<file path="src/rtl/sistemas_sincronos_demux_pkg.sv">
// Shared definitions for the synchronous selector / demux pair:
// the collect/hold state encoding and the default word width.
package sistemas_sincronos_pkg;

  // Default word width, shared with the 4:1 selector block.
  localparam int DEFAULT_WIDTH = 4;

  // Demux state: gathering bits, or holding a complete word.
  typedef enum logic [0:0] {
    COLLECT = 1'b0,
    HOLD    = 1'b1
  } state_t;

endpackage

</file>
<file path="src/rtl/sistemas_sincronos_demux.sv">
// Serial-to-parallel collector.
// Each strobe writes one bit at a selected position. When every position
// has been written, the word is presented with a valid/ready handshake.
// Optional build macro SISTEMAS_SINCRONOS_DEMUX_ORDER_CHECK_EN adds
// o_order_err, which flags writes that arrive out of ascending position order.
module sistemas_sincronos_demux
  import sistemas_sincronos_pkg::*;
#(
  parameter int WIDTH = DEFAULT_WIDTH,
  parameter int SEL_W = $clog2(WIDTH)
) (
  input  logic             i_clk,
  input  logic             i_rst_n,
  input  logic             i_d,
  input  logic [SEL_W-1:0] i_selector,
  input  logic             i_valid,
  output logic [WIDTH-1:0] o_data,
  output logic             o_valid,
  input  logic             i_ready,
  output logic             o_busy,
  output logic             o_overrun
`ifdef SISTEMAS_SINCRONOS_DEMUX_ORDER_CHECK_EN
  ,
  output logic             o_order_err
`endif
);

  state_t             state_r;
  state_t             state_nxt_s;
  logic [WIDTH-1:0]   buf_r;
  logic [WIDTH-1:0]   buf_nxt_s;
  logic [WIDTH-1:0]   mask_r;
  logic [WIDTH-1:0]   mask_nxt_s;
  logic [WIDTH-1:0]   data_r;
  logic               valid_r;
  logic               busy_r;
  logic               overrun_r;

  logic [WIDTH-1:0]   onehot_s;
  logic               in_range_s;
  logic [WIDTH-1:0]   wr_bits_s;
  logic [WIDTH-1:0]   word_s;
  logic [WIDTH-1:0]   mask_or_s;
  logic               capture_s;
  logic               load_s;
  logic               overrun_s;

  // Decode the selector into a one-hot write mask; out-of-range values decode to zero.
  always_comb begin
    onehot_s = {WIDTH{1'b0}};
    for (int i = 0; i < WIDTH; i++) begin
      if (i_selector == SEL_W'(i)) begin
        onehot_s[i] = 1'b1;
      end else begin
        onehot_s[i] = 1'b0;
      end
    end
    in_range_s = |onehot_s;
    wr_bits_s  = onehot_s & {WIDTH{i_d}};
    word_s     = (buf_r & ~onehot_s) | wr_bits_s;
    mask_or_s  = mask_r | onehot_s;
  end

  // Next-state, buffer/mask update and per-cycle event decode.
  always_comb begin
    state_nxt_s = state_r;
    buf_nxt_s   = buf_r;
    mask_nxt_s  = mask_r;
    capture_s   = 1'b0;
    load_s      = 1'b0;
    overrun_s   = 1'b0;
    case (state_r)
      COLLECT: begin
        if (i_valid) begin
          if (in_range_s) begin
            capture_s = 1'b1;
            if (&mask_or_s) begin
              // Last missing bit: hand the word over and start clean.
              load_s      = 1'b1;
              state_nxt_s = HOLD;
              buf_nxt_s   = {WIDTH{1'b0}};
              mask_nxt_s  = {WIDTH{1'b0}};
            end else begin
              buf_nxt_s  = word_s;
              mask_nxt_s = mask_or_s;
            end
          end else begin
            overrun_s = 1'b1;
          end
        end else begin
          state_nxt_s = COLLECT;
        end
      end
      HOLD: begin
        if (i_ready) begin
          state_nxt_s = COLLECT;
          if (i_valid) begin
            if (in_range_s) begin
              // A write in the acceptance cycle opens the next word.
              capture_s  = 1'b1;
              buf_nxt_s  = wr_bits_s;
              mask_nxt_s = onehot_s;
            end else begin
              overrun_s = 1'b1;
            end
          end else begin
            mask_nxt_s = {WIDTH{1'b0}};
          end
        end else begin
          if (i_valid) begin
            overrun_s = 1'b1;
          end else begin
            overrun_s = 1'b0;
          end
        end
      end
      default: begin
        state_nxt_s = COLLECT;
        buf_nxt_s   = {WIDTH{1'b0}};
        mask_nxt_s  = {WIDTH{1'b0}};
      end
    endcase
  end

  // State, collect buffer and registered handshake/status outputs.
  always_ff @(posedge i_clk or negedge i_rst_n) begin
    if (!i_rst_n) begin
      state_r   <= COLLECT;
      buf_r     <= {WIDTH{1'b0}};
      mask_r    <= {WIDTH{1'b0}};
      data_r    <= {WIDTH{1'b0}};
      valid_r   <= 1'b0;
      busy_r    <= 1'b0;
      overrun_r <= 1'b0;
    end else begin
      state_r   <= state_nxt_s;
      buf_r     <= buf_nxt_s;
      mask_r    <= mask_nxt_s;
      if (load_s) begin
        data_r <= word_s;
      end else begin
        data_r <= data_r;
      end
      valid_r   <= (state_nxt_s == HOLD);
      busy_r    <= (state_nxt_s == COLLECT) && (mask_nxt_s != {WIDTH{1'b0}});
      overrun_r <= overrun_s;
    end
  end

  assign o_data    = data_r;
  assign o_valid   = valid_r;
  assign o_busy    = busy_r;
  assign o_overrun = overrun_r;

`ifdef SISTEMAS_SINCRONOS_DEMUX_ORDER_CHECK_EN
  logic [SEL_W-1:0] exp_pos_r;
  logic             order_err_r;

  // Expected-position counter and order-error pulse for accepted writes.
  always_ff @(posedge i_clk or negedge i_rst_n) begin
    if (!i_rst_n) begin
      exp_pos_r   <= {SEL_W{1'b0}};
      order_err_r <= 1'b0;
    end else begin
      order_err_r <= capture_s && (i_selector != exp_pos_r);
      if (load_s) begin
        exp_pos_r <= {SEL_W{1'b0}};
      end else if (capture_s) begin
        if (exp_pos_r == SEL_W'(WIDTH - 1)) begin
          exp_pos_r <= {SEL_W{1'b0}};
        end else begin
          exp_pos_r <= exp_pos_r + SEL_W'(1);
        end
      end else begin
        exp_pos_r <= exp_pos_r;
      end
    end
  end

  assign o_order_err = order_err_r;
`endif

endmodule

</file>
<file path="config.mk">
export PLATFORM = sky130hd
export DESIGN_NAME = sistemas_sincronos_demux
export DESIGN_NICKNAME = d
export VERILOG_FILES = /design/src/rtl/sistemas_sincronos_demux_pkg.sv /design/src/rtl/sistemas_sincronos_demux.sv
export SDC_FILE = /design/constraint.sdc
export NUM_CORES = 1
export LEC_CHECK = 0
export CAP_MARGIN = 20
export CORE_MARGIN = 1
export CORE_UTILIZATION = 50
export DETAILED_ROUTE_END_ITERATION = 6
export GPL_TIMING_DRIVEN = 0
export PLACE_DENSITY = 0.83
export SLEW_MARGIN = 20
export SYNTH_ARGS = -nofsm -noshare
export SYNTH_HDL_FRONTEND = slang
export SYNTH_SLANG_ARGS = --single-unit
</file>
<file path="constraint.sdc">
create_clock -name i_clk -period 2.1 [get_ports i_clk]
set_clock_uncertainty 0.05 [all_clocks]
set_input_delay 0.21 -clock i_clk [delete_from_list [all_inputs] [get_ports i_clk]]
set_output_delay 0.21 -clock i_clk [all_outputs]
set_load 0.005 [all_outputs]
</file>
### After elaboration in Yosys (flattened, before gate mapping)

Index checks and enable logic that the tools add are counted.

* order comparisons: 0
* mux-type cells: 29
* shifts and indexed selects: 0
* eq/ne operators: 8
* reduce and logical (&&, ||, !) cells: 6
* add/sub/neg operators: 0
* div/mod/pow operators: 0
* multiply operators: 0
* bitwise logic cells: 7

Operators by type and width (number)
* $mux W4: 12
* $pmux W4 S2: 2
* $mux W1: 13
* $and A4 B4 Y4: 2
* $ne A2 B2 Y1 const B: 4
* $or A4 B4 Y4: 2
* $reduce_and A5 Y1: 1
* $eq A2 B2 Y1 const B: 2
* $not A4 Y4: 1
* $pmux W1 S2: 2
* $reduce_and A4 Y1: 1
* $reduce_bool A4 Y1: 1
* $reduce_or A4 Y1: 1
* $eq A2 B1 Y1 const B: 1
* $logic_not A2 Y1: 1
* $ne A2 B1 Y1 const B: 1
* $not A1 Y1: 2
* $logic_and A1 B1 Y1: 1

* RAM bits: 0
* register bits after elaboration: 15
* input bits: 7
* ROM bits: 0
* latch bits: 0
* memories kept: 0
* word-level logic and storage cells: 56
* output and inout bits: 7

### Logic depth before layout (Yosys ltp)

Gate-level depths: netlist of the first run.

* word-level depth: 10
* gate-level depth with buffers: 5
* gate-level depth less buffers: 4

### Worst setup path after synthesis of the first run

No wires, ideal clock.

* path kind: reg2reg
* from: reg mask_r[3]
* to: reg data_r[0], in the netlist o_data[0]
* library setup time: 0.125 ns
* period minus slack after synthesis: 1.670 ns
* path slack: 0.430 ns
* cell stages (with the launch flop): 5
* buffers on the path: 0
* arrival: 1.496 ns
* required time: 1.925 ns
* cell sequence: dfrtp_1 > and2_1 > a32oi_4 > a211oi_4 > mux2_2

* cells in the longest elaborated chain, start to end: 6

RTL lines
* start: declaration: RTL line sistemas_sincronos_demux.sv:32 `logic [WIDTH-1:0] mask_r;`
* start signal: assignment: RTL line sistemas_sincronos_demux.sv:130 `mask_r <= {WIDTH{1'b0}};`
* start signal: assignment: RTL line sistemas_sincronos_demux.sv:138 `mask_r <= mask_nxt_s;`
* $or A4 B4 Y4: RTL line sistemas_sincronos_demux.sv:61 `mask_or_s = mask_r | onehot_s;`
* $reduce_and A4 Y1: RTL line sistemas_sincronos_demux.sv:77 `if (&mask_or_s) begin`
* $mux W1: RTL line sistemas_sincronos_demux.sv:77
* $mux W1: RTL line sistemas_sincronos_demux.sv:75 `if (in_range_s) begin`
* $mux W1: RTL line sistemas_sincronos_demux.sv:74 `if (i_valid) begin`
* $mux W1: RTL line sistemas_sincronos_demux.sv:72 `case (state_r)`
* end signal: assignment: RTL line sistemas_sincronos_demux.sv:131 `data_r <= {WIDTH{1'b0}};`
* end signal: assignment: RTL line sistemas_sincronos_demux.sv:140 `data_r <= word_s;`
* end signal: assignment: RTL line sistemas_sincronos_demux.sv:142 `data_r <= data_r;`
* end: declaration: RTL line sistemas_sincronos_demux.sv:34 `logic [WIDTH-1:0] data_r;`

Every way passes these cells.
A chain may end at the register's enable or synchronous reset.

### Worst setup path after layout of the first run

* from: in i_selector[1]
* to: reg data_r[1], in the netlist o_data[1]

* cells in the longest elaborated chain, start to end: 8
* elaborated cells on any way between the ends: 19
* those cells by class: eq/ne (3); mux (8); bitwise (5); reduce/logical (3)

RTL lines
* start: declaration: RTL line sistemas_sincronos_demux.sv:15 `input logic [SEL_W-1:0] i_selector,`
* $eq A2 B1 Y1 (tied with other cells): RTL line sistemas_sincronos_demux.sv:52 `if (i_selector == SEL_W'(i)) begin`
* $mux W1: RTL line sistemas_sincronos_demux.sv:52
* $or A4 B4 Y4: RTL line sistemas_sincronos_demux.sv:61
* $reduce_and A4 Y1: RTL line sistemas_sincronos_demux.sv:77
* $mux W1: RTL line sistemas_sincronos_demux.sv:77
* $mux W1: RTL line sistemas_sincronos_demux.sv:75
* $mux W1: RTL line sistemas_sincronos_demux.sv:74
* $mux W1: RTL line sistemas_sincronos_demux.sv:72

Several ways; a longest one is shown, not always the timed one.

==> reports/metrics.sh, run 1 <==
RESULT_OF_THE_RUN='complete, no violations'
YOSYS-TOP-CELLS-AREA='sky130_fd_sc_hd__dfrtp_1, sky130_fd_sc_hd__mux2_2, sky130_fd_sc_hd__o21ai_0'
WORST-PATH-MAX-FANOUT=9
SYNTH_TOP_FAMILY_BY_AREA='compound AO/OA/AOI/OAI gates'
WORST_SETUP_PATH_START_KIND='primary input'
UTILIZATION=0.655
FILLERINSTANCES=122
POST-ROUTE-DRC-COUNT=0
SYN-INSTANCE-COUNT=82
CLOCK_LATENCY_PS=290
VDD_DROP_MAX_uV=712
STD_CELL_ROWS=14
CLOCKROOTBUFFER='sky130_fd_sc_hd__clkbuf_4'
DRIVE_ABOVE_1_SHARE=0.152
FINAL.SETUP.WORST_SLACK_PS=112
ENDPOINT_KIND='flop'
SYNTH_TOP_CELL_BY_AREA='sky130_fd_sc_hd__dfrtp_1'
FMAX_GHz=0.503
POSTSYNTHREGISTERBITS=15
COREAREA_SQ_UM=1520
CLOCKBUFFERDEPTH=2
DRTITER0DRC=42
POST-ROUTE-PERIOD-UTIL=0.947
CLASS_OF_THE_TIGHTEST_HOLD_OR_REMOVAL_CHECK='in2async'
CRIT_FAMILY='compound AO/OA/AOI/OAI gates'
DIE_H_MICRONS=42.5
SYNTH_COMPOUND_AREA_FRAC=0.272
ANTENNADIODECOUNT=0
MAXCAPVIOLATIONS=0
ANT_NETS=0
NUMCLOCKSINKS=15
CTS_TREE='done'
MOST_INSTANTIATED_FLIP_FLOP_CELL_IN_THE_SYNTHESIS_NETLIST='sky130_fd_sc_hd__dfrtp_1'
FINALINSTANCEAREA_SQ_UM=998
YOSYS.AREA_SHARE.SIMPLE=0.165
SYNTH.LIB_CELLS_USED.DISTINCT=23
SYNTH_ADDER_AREA_SHARE=0
RSZ0062_AT_GRT='false'
SETUP_VIOLATORS_FINAL=0
DR_TOTAL_VIAS=715
AREA_GROWTH_SYN_TO_LAYOUT_PCT=21.8
TIMING.SLEW.HEADROOM=0.529
POWER_PER_CELL_AREA_nW_PER_UM2=1300
CP_DATA_REQUIRED_TIME_PS=2240
NETLIST.AREA_LEADER.SHARE=0.458
IO-PIN-COUNT=14
POST-DP-HPWL_MM=1.28
NET_COUNT_OF_THE_FINISHED_LAYOUT=107
YS.WARNINGS.COUNT=0
LAYOUT.AREA.SEQ_SQ_UM=375
SYNTH_AREA_IN_XOR_XNOR=0
CP.ARRIVAL_PS=2130
ASYNCSETRESETFLOPFRACSYNTH=1.00
AVGSYNTHCELLAREA_SQ_UM=9.99
GR-USAGE-ALL-LAYERS=0.245
SYNTH.YOSYS.SEQ_AREA_SHARE=0.458
DRT_PRE_ANTENNA_ITERS=4
GRT_FIRST_PASS_WIRELENGTH_MM=3.24
WORST_MARGIN_SLEW_PS=705
EFFECTIVE_UTILIZATION_AT_FLOORPLAN=0.538
ROUTED_VIAS_INST=6.22
CTS-HTREE-LEVELS=1
CRITPATHBUFINV=1
SYNTH.AREA.MUX_SHARE=0.0687
P_TOTAL_uW=1300
PLACEMENT.SETUP.WORST_SLACK_PS=-225
CRIT_TYPE='in2reg'
CTS-BUFFERS-INSERTED=3
TOTAL_GRT_OVERFLOW=0
SYNTH_EDF_COUNT=0
SYNTH.NET_COUNT=89
CTS.HOLD.BUFFERS_ADDED=0
TIMING.CRITICAL_PATH.SLOWEST_STAGE_CELL='sky130_fd_sc_hd__clkdlybuf4s50_1'
TIMING.CRITICAL_PATH.SLOWEST_CELL_DELAY_PS=510
CRIT_CHAIN='clkdlybuf4s50_1, and2b_4, a32oi_4, a211oi_4, mux2_2'
FP.DIEAREA_SQ_UM=1800
GRT_START_MAX_NET_PINS=16
SYNTH_AREA_SQ_UM=820
ANTENNA_FOUND_INITIAL=0
SYNTH_TOP_CELLS_BY_COUNT='sky130_fd_sc_hd__dfrtp_1, sky130_fd_sc_hd__nand2_1, sky130_fd_sc_hd__nor2_1, sky130_fd_sc_hd__o21ai_0, sky130_fd_sc_hd__inv_1'
YOSYS.CELL_COUNT.TOP_TYPE='sky130_fd_sc_hd__dfrtp_1'
GPL.FINAL_WEIGHTED_CONGESTION=0.833
POST_CTS.RESIZED_INSTANCES=0
FIRST_GLOBAL_VIAS=701
PLACEMENT.IO_BUFFERS=13
POST_DP_CELL_AREA_SQ_UM=970
DIE_WIDTH_MICRONS=42.5
HOLD_VIOL=0
REPORT.FINAL.SLEW_VIOL_COUNT=0
ROUTE.FINAL.WIRE_LENGTH_MM=1.83
LEAKAGE_uW=0.000406
POST_LAYOUT_MIN_PERIOD_PS=1990
AVGROUTEDWIREPERCELL_MICRONS=15.9
CLK_PIN_SLEW_WORST_PATHS_PS=100
MULTI_INPUT_AREA_SQ_UM=417
CTS_SETUP_BUFFERS=0
==> registers in the layout, indices dropped and copies added (netlist names) <==
signal / cells
mask_r: 4
o_overrun: 1
o_valid: 1
o_data: 4
o_busy: 1
buf_r: 4
==> report_power, final <==
part | internal, uW | total (uW) | switching (uW)
Sequential | 419 | 513 | 93.8
Clock | 74.1 | 176 | 102
Combinational | 304 | 611 | 307
Total | 798 | 1300 | 502
==> routing by layer <==
layer / track usage / vias to the layer above / wire (microns)
li1: - / 342 / -
met1: 0.333 / 340 / 860
met2: 0.382 / 28 / 844
met3: 0.0388 / 5 / 82
met4: 0.119 / 0 / 41
met5: 0 / - / 0
==> per-stage QoR <==
| step | TNS, ps | hold WS (ps) | instances |
|---|---|---|---|
| finish | 0 | 280 | 115 |
| global route | 0 | 340 | 115 |
| CTS | 0 | 300 | 115 |
| detailed placement | -1120 | 442 | 111 |
| global placement | -864 | 440 | 111 |
| floorplan | 0 | -136 | 82 |
==> cells by family (layout without fill, tap and decap cells) <==
| kind of cell | after synthesis | in the layout |
|---|---|---|
| compound gates | 28 | 28 |
| buf+inv | 8 | 25 |
| flops | 15 | 15 |
| mux | 5 | 5 |
| simple gates | 26 | 26 |
==> path summary, 6_finish.rpt <==
| kind | from | endpoint | slack (ps) | depth (start not counted) |
|---|---|---|---|---|
| max in group asynchronous | i_rst_n | buf_r[3] | 1270 | 1 |
| min | i_rst_n | o_data[1] | 280 | 1 |
| max | i_selector[1] | o_data[1] | 110 | 5 |
| max reg2reg | mask_r[2] | o_data[1] | 170 | 4 |
| min reg2reg | buf_r[2] | buf_r[2] | 460 | 2 |
| min in group i_clk | buf_r[2] | buf_r[2] | 460 | 2 |
==> cell type report <==
| type | count | share of cell area |
|---|---|---|
| Clock buffer | 4 | 0.0263 |
| Inverter | 7 | 0.0263 |
| Buffer | 1 | 0.00376 |
| Sequential cell | 15 | 0.376 |
| Tap cell | 16 | 0.0201 |
| Multi-Input combinational cell | 59 | 0.417 |
| Timing Repair Buffer | 13 | 0.130 |
==> placed cells by master (no fill, tap or decap), types with 3 or more instances in the layout <==
cell type,n
sky130_fd_sc_hd__a31oi_1,5
sky130_fd_sc_hd__clkbuf_4,3
sky130_fd_sc_hd__clkdlybuf4s50_1,13
sky130_fd_sc_hd__dfrtp_1,15
sky130_fd_sc_hd__inv_1,7
sky130_fd_sc_hd__mux2_2,5
sky130_fd_sc_hd__nand2_1,10
sky130_fd_sc_hd__nor2_1,7
sky130_fd_sc_hd__o21ai_0,8
sky130_fd_sc_hd__o32ai_1,4
Note: power is estimated with default switching activity, not from simulation.
==> run 2: changes to the inputs <==
--- a/config.mk
+++ b/config.mk
@@ -5,7 +5,6 @@
 export SDC_FILE = /design/constraint.sdc
 export NUM_CORES = 1
 export LEC_CHECK = 0
-export CAP_MARGIN = 20
 export CORE_MARGIN = 1
 export CORE_UTILIZATION = 50
 export DETAILED_ROUTE_END_ITERATION = 6
==> results of run 2 <==
The final DEF is identical to that of run 1; final timing and power are the same.
==> run 3: changes to the inputs <==
--- a/config.mk
+++ b/config.mk
@@ -14,3 +14,4 @@
 export SYNTH_ARGS = -nofsm -noshare
 export SYNTH_HDL_FRONTEND = slang
 export SYNTH_SLANG_ARGS = --single-unit
+export TNS_END_PERCENT = 100
==> results of run 3 <==
The final DEF is identical to that of run 1; final timing and power are the same.
